===== src/rtl/regfile_scoreboard.sv =====
// RV32I integer register file with a per-register scoreboard of in-flight writes.
// Define REGFILE_BYPASS_EN to enable same-cycle write-through of the retiring value.
module regfile_scoreboard #(
  parameter int MAX_PENDING = 3,
  parameter int XLEN        = 32
) (
  input  logic            clk,
  input  logic            rst_n,
  input  logic            writeBack_in_regWrite,
  input  logic [4:0]      writeBack_in_rd,
  input  logic [XLEN-1:0] writeBack_in_writeData,
  input  logic [4:0]      decode_in_rs1,
  input  logic [4:0]      decode_in_rs2,
  input  logic            decode_in_rs1_used,
  input  logic            decode_in_rs2_used,
  input  logic            decode_in_issue,
  input  logic            decode_in_issue_regWrite,
  input  logic [4:0]      decode_in_issue_rd,
  input  logic            kill0_in_valid,
  input  logic [4:0]      kill0_in_rd,
  input  logic            kill1_in_valid,
  input  logic [4:0]      kill1_in_rd,
  output logic [XLEN-1:0] decode_out_rs1_data,
  output logic [XLEN-1:0] decode_out_rs2_data,
  output logic            decode_out_stall,
  output logic            sb_out_overflow,
  output logic            sb_out_underflow
);

  localparam int CW = $clog2(MAX_PENDING + 1);

  logic [XLEN-1:0] regs [32];
  logic [CW-1:0]   cnt [32];
  logic [CW-1:0]   cnt_next [32];
  logic            ovf_set;
  logic            unf_set;
  int              sum;
  logic            wb_live;

  assign wb_live = writeBack_in_regWrite && (writeBack_in_rd != 5'd0);

  // All events on a register are summed first; only the net change saturates.
  always_comb begin
    cnt_next = cnt;
    ovf_set  = 1'b0;
    unf_set  = 1'b0;
    sum      = 0;
    for (int r = 1; r < 32; r++) begin
      sum = int'(cnt[r])
          + int'(decode_in_issue && decode_in_issue_regWrite && (decode_in_issue_rd == 5'(r)))
          - int'(writeBack_in_regWrite && (writeBack_in_rd == 5'(r)))
          - int'(kill0_in_valid && (kill0_in_rd == 5'(r)))
          - int'(kill1_in_valid && (kill1_in_rd == 5'(r)));
      if (sum > MAX_PENDING) begin
        cnt_next[r] = CW'(MAX_PENDING);
        ovf_set     = 1'b1;
      end else if (sum < 0) begin
        cnt_next[r] = '0;
        unf_set     = 1'b1;
      end else begin
        cnt_next[r] = CW'(sum);
      end
    end
  end

  always_ff @(posedge clk or negedge rst_n) begin
    if (!rst_n) begin
      for (int r = 0; r < 32; r++) begin
        regs[r] <= '0;
        cnt[r]  <= '0;
      end
      sb_out_overflow  <= 1'b0;
      sb_out_underflow <= 1'b0;
    end else begin
      if (wb_live) regs[writeBack_in_rd] <= writeBack_in_writeData;
      cnt <= cnt_next;
      if (ovf_set) sb_out_overflow <= 1'b1;
      if (unf_set) sb_out_underflow <= 1'b1;
    end
  end

`ifdef REGFILE_BYPASS_EN
  logic hit1;
  logic hit2;

  // rst_n gating keeps read data at zero while reset is held.
  assign hit1 = rst_n && wb_live && (writeBack_in_rd == decode_in_rs1);
  assign hit2 = rst_n && wb_live && (writeBack_in_rd == decode_in_rs2);

  always_comb begin
    decode_out_rs1_data = regs[decode_in_rs1];
    decode_out_rs2_data = regs[decode_in_rs2];
    if (hit1) decode_out_rs1_data = writeBack_in_writeData;
    if (hit2) decode_out_rs2_data = writeBack_in_writeData;
    if (decode_in_rs1 == 5'd0) decode_out_rs1_data = '0;
    if (decode_in_rs2 == 5'd0) decode_out_rs2_data = '0;
  end

  assign decode_out_stall = (decode_in_rs1_used && (cnt[decode_in_rs1] > CW'(hit1)))
                         || (decode_in_rs2_used && (cnt[decode_in_rs2] > CW'(hit2)));
`else
  always_comb begin
    decode_out_rs1_data = regs[decode_in_rs1];
    decode_out_rs2_data = regs[decode_in_rs2];
    if (decode_in_rs1 == 5'd0) decode_out_rs1_data = '0;
    if (decode_in_rs2 == 5'd0) decode_out_rs2_data = '0;
  end

  assign decode_out_stall = (decode_in_rs1_used && (cnt[decode_in_rs1] != '0))
                         || (decode_in_rs2_used && (cnt[decode_in_rs2] != '0));
`endif

endmodule


===== config.mk =====
export PLATFORM = sky130hd
export DESIGN_NAME = regfile_scoreboard
export DESIGN_NICKNAME = d
export VERILOG_FILES = /design/src/rtl/regfile_scoreboard.sv
export SDC_FILE = /design/constraint.sdc
export NUM_CORES = 2
export LEC_CHECK = 0
export CAP_MARGIN = 20
export CORE_MARGIN = 4
export CORE_UTILIZATION = 55
export DETAILED_ROUTE_END_ITERATION = 16
export DONT_BUFFER_PORTS = 1
export MAX_ROUTING_LAYER = met4
export PLACE_DENSITY = 0.77
export SLEW_MARGIN = 20
export SYNTH_ARGS = -nofsm -noshare
export SYNTH_HDL_FRONTEND = slang
export SYNTH_SLANG_ARGS = --single-unit
export TNS_END_PERCENT = 20

===== constraint.sdc =====
create_clock -name clk -period 3.6 [get_ports clk]
set_input_delay 0.18 -clock clk [delete_from_list [all_inputs] [get_ports clk]]
set_output_delay 0.18 -clock clk [all_outputs]
set_load 0.01 [all_outputs]

==> results.md <==
* Clock tree from TritonCTS: built
* Sum of overflow across all layers after global routing at 0
* Total Power at 38220 uW
* Worst-Skew Late Latency at 700 ps
* Bufs on Longest Clock Path at 3
* Maximum number of pins on one net before global-route repair at 1089
* Total iterations of the first detailed-routing run at 8
* Reg-to-reg slack, setup at 710 ps
* Number of primary I/O pins at 138
* HPWL after detailed placement at 102800 um
* Areal power density over the cells at 561.7 mW/mm2
* Height of the chip at 345.2 um
* Mapped Cells at 5260
* Overall via count from detail_route at 44979
* Portion of the clock cycle consumed by the worst path in the final layout at 96.03%
* Library cell contributing the largest single delay on the critical path: sky130_fd_sc_hd__o41ai_2
* Fraction of registers with async set or reset after synthesis at 100.0%
* Core region area at 0.1127 mm2
* Remaining number of nets flagged by the antenna check after routing at 0
* Number of antenna violations at the first check in global routing at 8
* Maximum operating frequency at 289.3 MHz
* Post-route DRC at 0
* Unique masters post-synth at 57
* Number of global-route vias before repair at 46622
* Sequential fraction of the synthesis area at 43.54%
* Final critical-path required period at 3457 ps
* Post-CTS repair timing setup buffer count at 0
* Proportion of layout cells with a drive suffix above 1 at 29.07%
* Worst EP arrival at 3280 ps
* Leakage dissipation at 0.03135 uW
* Total number of H-tree levels at 3
* Area growth from synthesis to layout at 8.835%
* Per-cell via count in the routed design at 6.707
* Final Hold Violating Endpoints at 28
* Worst max-slew margin expressed relative to the limit at -42.76%
* Count of endpoints failing setup in the final report at 0
* Sequence of cells on the critical path: o41ai_2 > buf_4 > o21ai_1
* Number of max-capacitance violations reported at 0
* Total length of routed wires at 193400 um
* Final layout net count at 5359
* Type of the worst setup path: in2out
* Post-synthesis net count at 5517
* Synthesized flop and latch total at 1088
* Syn_area_per_cell at 11.89 um2
* Library cell occupying the most area in the post-synthesis netlist: sky130_fd_sc_hd__dfrtp_1
* Largest fanout on the critical path at 276
* Number of CTS-inserted buffers at 112
* Violation count after the first detailed-route iteration at 5950
* Die Footprint at 0.1191 mm2
* Failing checks: negative hold slack, max-slew violations
* Yosys warns at 0
* Slew Limit Fails at 182
* Synth Cell Area at 0.06253 mm2
* Routed wire per std cell at 28.84 um
* Worst hold slack at -27.14 ps
* # resized after CTS at 0
* Worst Setup Start Kind: input port
* CTS clk-pin slew, worst paths at 60 ps
* Clock skew after layout at 8.889 ps
* Row count at 123
* RSZ-0062 raised after global routing: false
* Data required time of the critical path at 3420 ps
* Transition time at the pin with the least slew margin at 2141 ps
* Maximum resistive drop on vdd at 494.0 uV
* # clock sinks at 1088
* Die width at 345.2 um
* Biggest cell delay along the critical path at 930 ps
* Port Buffer Count at 0
* Leading cell types in the layout, fill and taps excluded: 1560 x sky130_fd_sc_hd__nand2_1, 1088 x sky130_fd_sc_hd__dfrtp_1, 646 x sky130_fd_sc_hd__mux4_2
* Effective utilization at floorplan at 55.50%
* Gr usage total at 33.34%
* Most common cell after layout, fill and taps aside: sky130_fd_sc_hd__nand2_1
* Primary flip-flop cell chosen by synthesis mapping: sky130_fd_sc_hd__dfrtp_1
* Post-Route Utilization at 60.41%
* Ranking of synthesized cells by area: sky130_fd_sc_hd__dfrtp_1 44%, sky130_fd_sc_hd__mux4_2 23%, sky130_fd_sc_hd__nand2_1 9.5%, sky130_fd_sc_hd__mux2_2 8.6%, sky130_fd_sc_hd__ha_1 2.5%
* HP Class: in2reg
* Weighted congestion reported at the end of routability-driven placement at 0.9503
* Crit end category: output pin
* Outcome: finished with violations
* Number of enable flip-flop cells after synthesis at 0
* CTS root buf: sky130_fd_sc_hd__clkbuf_16
* Wire length of the first global-routing pass at 291500 um
* Fraction of synthesized cell area taken by the top area cell type at 43.54%
-- synth_stat cells (all sizes together), types with 4 or more instances --
library cell and instances:
nand2 1575, clkbuf 243, inv 278, o32ai 16
nor2b 16, o21ai 81, xnor2 47, mux4 646
nand3b 10, ha 124, nand3 29, buf 208
nor3b 9, xor2 14, nor3 30, o41ai 4
nand2b 24, or2 4, nor4 11, fa 62
o22ai 12, a211o 4, mux2 512, a211oi 10
a21oi 68, nor2 95, dfrtp 1088, nand4 5
-- flip-flops by register name, indices dropped and copies added (netlist names) --
| signal | cells |
|---|---|
| cnt | 62 |
| regs | 1024 |
| sb_out_overflow | 1 |
| sb_out_underflow | 1 |
-- stage by stage --
| stage | TNS, ps | cell area (um2) | std cells | setup slack, ps |
|---|---|---|---|---|
| after floorplan | 0 | 62540 | 5260 | 0.8329 |
| after global placement | 0 | 63320 | 6419 | 32.19 |
| after detailed placement | -6.454 | 63320 | 6419 | -6.454 |
| after CTS | 0 | 67760 | 6670 | 689.4 |
| after global routing | 0 | 68040 | 6702 | 456.5 |
| final | 0 | 68050 | 6706 | 142.9 |
-- worst paths after layout --
kind	start	end	cells past startpoint
min in group asynchronous	rst_n	regs[27]	2
setup reg to reg	cnt[2]	sb_out_overflow	10
hold / removal	writeBack_in_writeData[20]	regs[788]	3
setup / recovery	decode_in_rs1[1]	decode_out_rs1_data[6]	3
hold reg to reg	regs[998]	regs[998]	0
max in group asynchronous	rst_n	regs[230]	5
-- layout make-up --
cell class | instances | area (um2)
Antenna cell | 12 | 30.03
Clock buffer | 155 | 3196
Clock inverter | 51 | 773.2
Fill cell | 8435 | 44600
Inverter | 278 | 1049
Multi-Input combinational cell | 3443 | 32330
Sequential cell | 1088 | 27230
Tap cell | 1500 | 1877
Timing Repair Buffer | 179 | 1568
-- critical path, delay by kind of cell --
family	cells	cell delay, ps
compound gates	2	1370
buf+inv	1	620
-- logic make-up (layout without fill, tap and decap cells) --
logic type / count (synthesis) / in the layout / synth area share [%]
xor gates and xnor gates: 61 / 61 / 0.8545
muxes: 1158 / 1158 / 32.49
and+or+nand+nor: 1823 / 1823 / 11.53
buffers and inverters: 729 / 663 / 5.023
other: 0 / 12 / 0
AOI/OAI and AO/OA: 215 / 215 / 2.091
DFF: 1088 / 1088 / 43.54
adders and majority gates: 186 / 186 / 4.466
-- what timing repair did --
item / in CTS / in global routing
hold buffers: 45 / 17
endpoints found under the setup margin: 0 / 0
hold endpoints to repair: 2086 / 383
-- metal layers --
metal | part of all wire [%] | track usage [%]
met1 | 35 | 41.20
met2 | 46 | 49.72
met3 | 12 | 9.278
met4 | 6.9 | 19.31
met5 | 0 | -
-- power by group --
| group | total (uW) | switching [uW] | internal [uW] | leakage, uW |
|---|---|---|---|---|
| Sequential | 16600 | 1910 | 14700 | 0.0138 |
| Combinational | 9040 | 4040 | 5000 | 0.0156 |
| Clock | 12600 | 5120 | 7480 | 0.00196 |
| Total | 38200 | 11100 | 27200 | 0.0313 |
Note: power is estimated with default switching activity, not from simulation.
